[src/rtl/bcd_ex3_seq_ctrl.sv]
// BCD sequence generator with excess-3 output: steps bcd from lo to hi, one digit per DIV
// clocks, and holds each code under a valid/ready handshake (run-once or continuous).
module bcd_ex3_seq_ctrl #(
  parameter int DIV = 1
) (
  input  logic       clk,
  input  logic       rst,
  input  logic       start,
  input  logic       abort,
  input  logic       cont,
  input  logic [3:0] lo,
  input  logic [3:0] hi,
  input  logic       out_ready,
  output logic [3:0] bcd,
  output logic [3:0] ex3,
  output logic       out_valid,
  output logic       busy,
  output logic       done,
  output logic       err
);

  typedef enum logic [2:0] {
    IDLE,
    RUN,
    WAIT,
    DONE,
    ERR
  } state_t;

  localparam logic [3:0] PRESC_LAST = 4'(DIV - 1);

  state_t     state_q, state_d;
  logic [3:0] bcd_q, bcd_d;
  logic [3:0] ex3_q, ex3_d;
  logic       valid_q, valid_d;
  logic       busy_q, busy_d;
  logic       done_q, done_d;
  logic       err_q, err_d;
  logic [3:0] presc_q, presc_d;
  logic [3:0] lo_q, lo_d;
  logic [3:0] hi_q, hi_d;
  logic       cont_q, cont_d;

  // Next-state logic; abort overrides everything so no capture can happen in the same cycle.
  always_comb begin
    state_d = state_q;
    bcd_d   = bcd_q;
    valid_d = valid_q;
    done_d  = done_q;
    err_d   = err_q;
    presc_d = presc_q;
    lo_d    = lo_q;
    hi_d    = hi_q;
    cont_d  = cont_q;

    if (abort) begin
      state_d = IDLE;
      valid_d = 1'b0;
      done_d  = 1'b0;
      err_d   = 1'b0;
      presc_d = 4'd0;
    end else begin
      case (state_q)
        IDLE: begin
          if (start) begin
            if ((lo <= 4'd9) && (hi <= 4'd9) && (lo <= hi)) begin
              lo_d    = lo;
              hi_d    = hi;
              cont_d  = cont;
              bcd_d   = lo;
              presc_d = 4'd0;
              state_d = RUN;
            end else begin
              err_d   = 1'b1;
              state_d = ERR;
            end
          end
        end
        RUN: begin
          if (presc_q == PRESC_LAST) begin
            valid_d = 1'b1;
            presc_d = 4'd0;
            state_d = WAIT;
          end else begin
            presc_d = presc_q + 4'd1;
          end
        end
        WAIT: begin
          if (out_ready) begin
            valid_d = 1'b0;
            if (bcd_q != hi_q) begin
              bcd_d   = bcd_q + 4'd1;
              state_d = RUN;
            end else if (cont_q) begin
              bcd_d   = lo_q;
              state_d = RUN;
            end else begin
              done_d  = 1'b1;
              state_d = DONE;
            end
          end
        end
        DONE: begin
          done_d  = 1'b0;
          state_d = IDLE;
        end
        ERR: begin
          state_d = ERR;
        end
        default: begin
          state_d = IDLE;
          valid_d = 1'b0;
          done_d  = 1'b0;
          presc_d = 4'd0;
        end
      endcase
    end
  end

  // Derived outputs are computed from next-state values so they stay registered yet coherent.
  always_comb begin
    ex3_d  = bcd_d + 4'd3;
    busy_d = (state_d == RUN) || (state_d == WAIT);
  end

  always_ff @(posedge clk or posedge rst) begin
    if (rst) begin
      state_q <= IDLE;
      bcd_q   <= 4'd0;
      ex3_q   <= 4'd3;
      valid_q <= 1'b0;
      busy_q  <= 1'b0;
      done_q  <= 1'b0;
      err_q   <= 1'b0;
      presc_q <= 4'd0;
      lo_q    <= 4'd0;
      hi_q    <= 4'd0;
      cont_q  <= 1'b0;
    end else begin
      state_q <= state_d;
      bcd_q   <= bcd_d;
      ex3_q   <= ex3_d;
      valid_q <= valid_d;
      busy_q  <= busy_d;
      done_q  <= done_d;
      err_q   <= err_d;
      presc_q <= presc_d;
      lo_q    <= lo_d;
      hi_q    <= hi_d;
      cont_q  <= cont_d;
    end
  end

  assign bcd       = bcd_q;
  assign ex3       = ex3_q;
  assign out_valid = valid_q;
  assign busy      = busy_q;
  assign done      = done_q;
  assign err       = err_q;

endmodule

[config.mk]
export PLATFORM = sky130hd
export DESIGN_NAME = bcd_ex3_seq_ctrl
export DESIGN_NICKNAME = d
export VERILOG_FILES = /design/src/rtl/bcd_ex3_seq_ctrl.sv
export SDC_FILE = /design/constraint.sdc
export NUM_CORES = 1
export LEC_CHECK = 0
export ABC_AREA = 1
export CAP_MARGIN = 30
export CORE_ASPECT_RATIO = 1.1
export CORE_UTILIZATION = 35
export CTS_CLUSTER_DIAMETER = 150
export DETAILED_ROUTE_END_ITERATION = 10
export PLACE_DENSITY_LB_ADDON = 0.25
export SETUP_SLACK_MARGIN = 0.02
export SYNTH_ARGS = -nofsm -noshare
export SYNTH_HDL_FRONTEND = slang
export SYNTH_SLANG_ARGS = --single-unit
[constraint.sdc]
create_clock -name clk -period 2 [get_ports clk]
set_input_delay 0.4 -clock clk [delete_from_list [all_inputs] [get_ports clk]]
set_output_delay 0.4 -clock clk [all_outputs]
set_load 0.05 [all_outputs]
After elaboration in Yosys (flattened, before gate mapping)
Index checks and enable logic that the tools add are counted.

Logic and storage cells: 83. Bits of input ports: 14. Bits in registers: 28.

Mux-type cells: 33. Add/subtract/negate cells: 3. $lt $le $gt $ge: 3. Bitwise gates (word level): 1. Eq/ne operators: 17. Reductions and logical operators: 15.

Operator list (count): two-way mux 4 bit (10); inequality test 3 bit (second input constant) (6); two-way mux 3 bit (5); one-hot mux 3 bit (4 select lines) (1); one-hot mux 4 bit (3 select lines) (1); two-way mux 1 bit (11); equality test 3 x 2 -> 1 bit (second input constant) (3); AND reduction 3 bit (3); OR reduction 3 bit (3); adder 4 x 1 -> 4 bit (second input constant) (2); less-or-equal comparator 4 bit (second input constant) (2); one-hot mux 4 bit (2 select lines) (1); AND reduction 4 bit (2); equality test 3 x 1 -> 1 bit (second input constant) (2); inequality test 2 x 1 -> 1 bit (second input constant) (3); adder 4 x 2 -> 4 bit (second input constant) (1); less-or-equal comparator 4 bit (1); zero test 4 bit (1); two-way mux 2 bit (2); inequality test 4 bit (1); nonzero test 2 bit (2); equality test 3 bit (second input constant) (1); zero test 3 bit (1); one-hot mux 1 bit (3 select lines) (1); 5 further kinds (6).

Depth between registers and ports, before layout
Gate-level depths: netlist of run 1.

Depth after elaboration: 9. Mapped depth: 17. Gate-level depth less buffers: 17.

Least setup slack after synthesis of run 1
Ideal clock, no wire load.

Path kind: register to register. From: reg bcd_q[1] (netlist: bcd[1]). To: reg ex3_q[2] (netlist: ex3[2]). Buffers on the path: 0. Cell stages (with the launch flop): 14. Arrival time: 1818 ps. Data required time: 1877 ps. Slack: 59 ps. Library setup time: 123 ps. Cell sequence: dfrtp_1 inv_1 nand2_2 nand2_2 nor2_4 nand3_1 nand2_1 nand2_2 nand2_1 nand2_1 nand2_2 nor2_4 ha_1 xnor2_1.

Cells in the longest elaborated chain, start to end: 6.

RTL lines: start, declared (RTL line 33) `logic [3:0] bcd_q, bcd_d;`; start signal, assigned (RTL line 129) `bcd_q <= 4'd0;`; start signal, assigned (RTL line 141) `bcd_q <= bcd_d;`; adder 4 x 1 -> 4 bit (tied with other cells) (RTL line 92) `bcd_d = bcd_q + 4'd1;`; two-way mux 4 bit (RTL line 91) `if (bcd_q != hi_q) begin`; two-way mux 4 bit (RTL line 89) `if (out_ready) begin`; one-hot mux 4 bit (2 select lines) (RTL line 63) `case (state_q)`; two-way mux 4 bit * (RTL line 56) `if (abort) begin`; adder 4 x 2 -> 4 bit * (RTL line 122) `ex3_d = bcd_d + 4'd3;`; net ex3_d[2] (RTL line 34) `logic [3:0] ex3_q, ex3_d;`; end signal, assigned (RTL line 130) `ex3_q <= 4'd3;`; end signal, assigned (RTL line 142) `ex3_q <= ex3_d;`; end, declared (RTL line 34).

The timed path passes the listed nets; every way through them passes the cells marked *. A chain may end at the register's enable or synchronous reset.

Final worst setup path of run 1
From: in lo[2]. To: reg presc_q[1].

Cells in the longest elaborated chain, start to end: 5.

RTL lines: start, declared (RTL line 11) `input logic [3:0] lo,`; less-or-equal comparator 4 bit (RTL line 66) `if ((lo <= 4'd9) && (hi <= 4'd9) && (lo <= hi)) begin`; logical AND 1 bit (RTL line 66); logical AND 1 bit * (RTL line 66); inequality test 3 bit (no line) *; AND reduction 3 bit (no line) *; end signal, assigned (RTL line 147) `presc_q <= presc_d;`; end, declared (RTL line 39) `logic [3:0] presc_q, presc_d;`.

Every way passes the cells marked *; elsewhere a longest branch is shown, timed or not.

==> results_dict.tcl, run 1 <==
set metrics [dict create \
    maxCapViolations 0 \
    switching_share_pct 44.37 \
    leakagePower_nw 1.231 \
    hp-class "in -> reg" \
    num_vias 1654 \
    ys_seq_elements 28 \
    cts-root-buf "clkbuf_8" \
    cpPeakStageDelay_ns 0.27 \
    critical_path.top_delay_family "buffers and inverters" \
    antenna_found_initial 0 \
    cp_num_buf_inv 4 \
    tightest_slew_ns 0.4921 \
    die-area_sq_um 5634 \
    cp-end-kind "flip-flop" \
    area_delta_synth_final_pct 36.84 \
    clock_sinks 28 \
    n_fill_cell 506 \
    htreeDepth 1 \
    relSlewSlack_pct 66.78 \
    skew_ns 0.004488 \
    status "completed" \
    critPathLaunchType "primary input" \
    synth.area.top_cells "dfrtp_1 35%, nand2_1 9.4%, inv_1 8.0%" \
    drive_above_1_share_pct 36.33 \
    first_pass_iters 5 \
    synthesis.nets 258 \
    synth_edf_count 0 \
    cp_num_cells 13 \
    path_common_cell "nand2_1" \
    power_w 0.002495 \
    fin_ws_ns 0.1095 \
    cts_made_buffers 3 \
    gp_congestion 0.8479 \
    crit_fanout 7 \
    synth-seq-area-share_pct 37.64 \
    antenna_left 0 \
    yosysWarnings 0 \
    cp.required_ns 2.17 \
    synthSimpleGateAreaFrac_pct 29.54 \
    seq_area_sq_um 703.2 \
    ios 26 \
    grt_max_degree 29 \
    n_antenna_cell 0 \
    comb_power_share_pct 53.1 \
    internal_power_w 0.001388 \
    cts_max_path_buffers 2 \
    sequentialPowerShare_pct 32.9 \
    r2r_cells 12 \
    clk_latency_ns 0.27 \
    clk_pin_slew_ns 0.10 \
    overflow 0 \
    start_util_pct 36.86 \
    finalCritPeriodShare_pct 94.52 \
    synth_compound_area_share_pct 14.74 \
    dr.first_iter.drc_count 31 \
    placementRows 27 \
    synth_top_family_by_area "simple AND/OR/NAND/NOR gates" \
    slew_violations 0 \
    port_buffers 25 \
    synth_most_common_cell "nand2_1" \
    syn_area_sq_um 1868 \
    cts_tree "done" \
    syn_avg_cell_area_sq_um 7.915 \
    p_sw_w 0.001107 \
    crit_arrival_ns 2.06 \
    coreArea_sq_um 5067 \
    wl_um 4269 \
    multi_input_area_sq_um 1082 \
    clkPwrFrac_pct 14.0 \
    vdd_ir_drop_max_mv 0.8609 \
    fin_setup_tns_ns 0 \
    cp_slowest_cell "ha_1" \
    drc 0 \
    setup_viol 0 \
    crit_chain "dlygate4sd2_1, ha_1, nand2_1, inv_2, nand2_1, nand2_1, nand2_2, nand3_4, buf_6, a21oi_4, nor2_4, buf_4, a22o_1" \
    grt_pass1_wl_um 7293 \
    synthMuxAreaShare_pct 0 \
    synth_top_area_share_pct 34.83 \
    yosys.area.top_type "dfrtp_1" \
    fin_crit_ns 1.890 \
    hold-path-cell-count 3 \
    vias_per_cell 4.767 \
    synth-xor-area-share_pct 1.407 \
    place_hpwl_um 3354 \
    die_y_um 78.62 \
    die_w_um 71.66 \
    synth_cells 236 \
    worst-setup-path-type "in -> reg" \
    nets 312 \
    max_freq_mhz 529.0 \
    fin_util_pct 50.44 \
    avgRoutedWirePerCell_um 12.30 \
    grt_pass1_vias 1630 \
    ys_async_sr_fraction_pct 100.0 \
    hold_viol_final 0 \
    synthAdderAreaFrac_pct 5.358 \
    synth_cell_type_count 34 \
    synthFlopType "dfrtp_1" \
    powerDensity_nw_per_um2 976.0 \
    pre_cts_ws_ns -0.5056 \
    yosys-top-cells-count "47 x nand2_1, 40 x inv_1, 26 x dfrtp_1, 15 x nand2_2, 14 x nand3_1" \
    track_usage_pct 16.38 \
    rsz0062_at_grt "no" \
]
[per-layer routing]
layer | global-route usage, % | vias to the layer above | wire length (um)
met3 | 2.696 | 4 | 112
met4 | 3.137 | 0 | 32
met2 | 28.58 | 25 | 2123
met1 | 21.26 | 778 | 2000
li1 | - | 847 | -
met5 | 0 | - | 0
[sequential cells by signal (all words and copies together) (netlist names), 3 cells and up]
name     cells
bcd          4
hi_q         4
state_q      3
ex3          4
lo_q         4
presc_q      4
[cell type report]
class                      count  share of cell area [%]
clock buffer                   4                   2.154
inverter                      50                   7.538
multi-input combinational    156                   42.34
sequential                    28                   27.51
tap                           58                   2.839
timing repair buffer          51                   17.62
[stage by stage]
stage / area (sq um) / instances / hold slack, ns
6_report: 2556 / 347 / 0.4346
5_1_grt: 2556 / 347 / 0.4670
2_1_floorplan: 1868 / 236 / 0.4639
4_1_cts: 2442 / 345 / 0.4944
3_5_place_dp: 2335 / 339 / 0.4724
3_3_place_gp: 2335 / 339 / 0.4698
[worst reg2reg max path: cells and delay by family (launching register included)]
family,cells,cell delay (ns)
AOI/OAI and AO/OA,1,0.21
buffers and inverters,1,0.16
DFF,1,0.48
and+or+nand+nor,10,0.84
[worst paths after layout]
| path | from | end | slack [ns] |
|---|---|---|---|
| setup reg to reg | bcd[0] | ex3[3] | 0.22 |
| min in group asynchronous | rst | presc_q[1] | 0.48 |
| hold / removal | hi[0] | hi_q[0] | 0.43 |
| setup / recovery | lo[2] | presc_q[1] | 0.11 |
| hold reg to reg | out_valid | out_valid | 0.49 |
| max in group asynchronous | rst | ex3[1] | 1.21 |
[cell usage in the layout, fill, tap and decap left out, drive strengths merged, types with 8 or more instances in the layout]
master,count
dfrtp,26
nor2,19
buf,32
nand2,63
inv,49
a21oi,12
clkdlybuf4s50,11
o21ai,21
ha,8
nand3,16
[power groups by stage]
stage / combinational, W / clock (W) / sequential, W
floorplan: 0.000611 / 0 / 0.00107
global placement: 0.00121 / 0 / 0.000834
detailed placement: 0.00121 / 0 / 0.000837
global route: 0.00145 / 0.000386 / 0.000841
CTS: 0.00125 / 0.000367 / 0.000827
finish: 0.00132 / 0.000349 / 0.000822
[repair_timing]
action,4_1_cts,5_1_grt
pin swaps,5,6
setup endpoints to repair,16,12
setup buffers,2,2
resized for setup,17,22
hold buffers,0,0
[cell families after synthesis]
family          Yosys count
xor+xnor                  3
buf+inv                  52
compound gates           41
fa+ha+maj                 8
flops                    28
simple gates            104
Power figures use the tool's default switching activity.
==> inputs of run 2 (changes only) <==
CORE_MARGIN = 3   (was default)
CTS_BUF_LIST = sky130_fd_sc_hd__clkbuf_8   (was default)
==> results_dict.tcl, run 2 (same netlist as run 1, synthesis figures left out) <==
set metrics [dict create \
    hp-class "in -> reg" \
    powerDensity_nw_per_um2 974.2 \
    slew_violations 0 \
    placementRows 27 \
    max_freq_mhz 524.0 \
    crit_arrival_ns 2.13 \
    cp-end-kind "flip-flop" \
    clk_latency_ns 0.28 \
    avgRoutedWirePerCell_um 12.47 \
    rr_endpoint "ex3[2]" \
    wl_um 4265 \
    power_w 0.002399 \
    finalCritPeriodShare_pct 95.43 \
    r2r_cells 13 \
    hold_viol_final 0 \
    cp_num_buf_inv 3 \
    antenna_left 0 \
    relSlewSlack_pct 64.43 \
    rsz0062_at_grt "no" \
    track_usage_pct 14.70 \
    cp_num_cells 13 \
    skew_ns 0.005246 \
    drive_above_1_share_pct 34.15 \
    final_common_cell "nand2_1" \
    critical_path.top_delay_family "simple AND/OR/NAND/NOR gates" \
    status "completed" \
    mostFrequentLayoutCells "46 x nand2_1, 37 x inv_1, 26 x dfrtp_1" \
    coreArea_sq_um 5067 \
    leakagePower_nw 1.195 \
    cp-startpoint "lo[2]" \
    cts_tree "done" \
    critPathLaunchType "primary input" \
    drc 0 \
    worst-setup-path-type "in -> reg" \
    crit_fanout 8 \
    crit_chain "dlygate4sd2_1, ha_1, nand2_1, inv_2, nand2_1, nand2_1, nand2_2, nand3_4, o21ai_2, nor2_4, nor2_4, ha_2, inv_1" \
    cpPeakStageDelay_ns 0.29 \
    clk_pin_slew_ns 0.10 \
    die_y_um 82.62 \
    cts_max_path_buffers 2 \
    placed_cells 337 \
    nets 307 \
    fin_cells 342 \
    fin_crit_ns 1.909 \
    grt_pass1_vias 1583 \
    cts_hold_buf 0 \
    antenna_found_initial 0 \
    cts_made_buffers 3 \
    die_w_um 75.66 \
    vias_per_cell 4.775 \
    fin_setup_tns_ns 0 \
    clock_sinks 28 \
    grt_pass1_wl_um 6948 \
    cp_slowest_cell "ha_1" \
    r2r-start "bcd[1]" \
    vdd_ir_drop_max_mv 0.6149 \
    path_common_cell "nand2_1" \
    num_vias 1633 \
    tightest_slew_ns 0.5201 \
    grt_max_degree 29 \
    hold_start "hi[0]" \
    first_pass_iters 4 \
    cp.required_ns 2.23 \
    maxCapViolations 0 \
    finalInstanceArea_sq_um 2462 \
    dr.first_iter.drc_count 78 \
    hold-path-cell-count 3 \
    fin_ws_ns 0.09144 \
    port_buffers 25 \
    rrSetupSlack_ns 0.25 \
    start_util_pct 36.86 \
    pre_cts_ws_ns -0.4856 \
    n_antenna_cell 0 \
    ios 26 \
    dpl_cell_area_sq_um 2320 \
    area_delta_synth_final_pct 31.82 \
    overflow 0 \
    crit_end "ex3[1]" \
    cts-root-buf "clkbuf_8" \
    die-area_sq_um 6251 \
    place_hpwl_um 3278 \
    setup_viol 0 \
    htreeDepth 1 \
    gp_congestion 0.8217 \
]
[run 2: cell count changes in the layout (fill, tap and decap cells not counted), moves of 2 or more]
| cell | change |
|---|---|
| a21oi_1 | +2 |
| buf_4 | -4 |
| clkdlybuf4s15_1 | -2 |
| a21oi_2 | -2 |
| ha_4 | -2 |
| ha_2 | +2 |
| nand3_2 | +2 |
| dlygate4sd2_1 | +2 |
[run 2: per-stage QoR]
step | hold slack (ns) | util, %
floorplan | 0.4639 | -
global placement | 0.4704 | 45.78
detailed placement | 0.4724 | 45.78
CTS | 0.4834 | 47.51
global route | 0.3929 | 48.59
finish | 0.3825 | 48.59
[run 2: how the worst min path moves through the flow]
stage / end / slack, ns
floorplan: bcd[0] / 0.46
global route: hi_q[0] / 0.39
finish: hi_q[0] / 0.38
CTS: presc_q[1] / 0.48
global placement: out_valid / 0.47
detailed placement: out_valid / 0.47
[run 2: power breakdown]
part	switching (W)	internal, W	total, W
Sequential	0.0000979	0.000725	0.000823
Clock	0.000182	0.000138	0.000320
Combinational	0.000813	0.000443	0.00126
Total	0.00109	0.00131	0.00240
[run 2: area by class of cell]
class / count / area (sq um)
fill: 509 / 2605
multi-input combinational: 156 / 1042
sequential: 28 / 703.2
timing repair buffer: 46 / 406.6
inverter: 50 / 192.7
tap: 58 / 72.57
clock buffer: 3 / 41.29
clock inverter: 1 / 3.754
[run 2: worst register-to-register path, stage by stage (launching register included)]
cell and delay, ns:
dfrtp_1 0.47, inv_1 0.10, nand2_2 0.07, nand2_2 0.06
nor2_4 0.13, nand3_1 0.10, nand2_1 0.09, nand2_2 0.06
nand2_1 0.09, nand2_1 0.07, nand2_2 0.08, nor2_4 0.04
ha_2 0.17, xnor2_1 0.12
[run 2: metal layers]
metal | vias up | track usage (%) | part of all wire, % | wire, um
met5 | - | 0 | 0 | 0
met4 | 0 | 5.420 | 1.3 | 56
met3 | 4 | 2.906 | 3.2 | 135
met2 | 29 | 26.17 | 51 | 2167
met1 | 761 | 17.19 | 45 | 1905
li1 | 839 | - | - | -
[run 2: timing repair]
item | 4_1_cts | 5_1_grt
endpoints found under the setup margin | 17 | 11
pin swaps | 7 | 5
setup buffers | 0 | 1
resized for setup | 18 | 13
cloned | 0 | 0
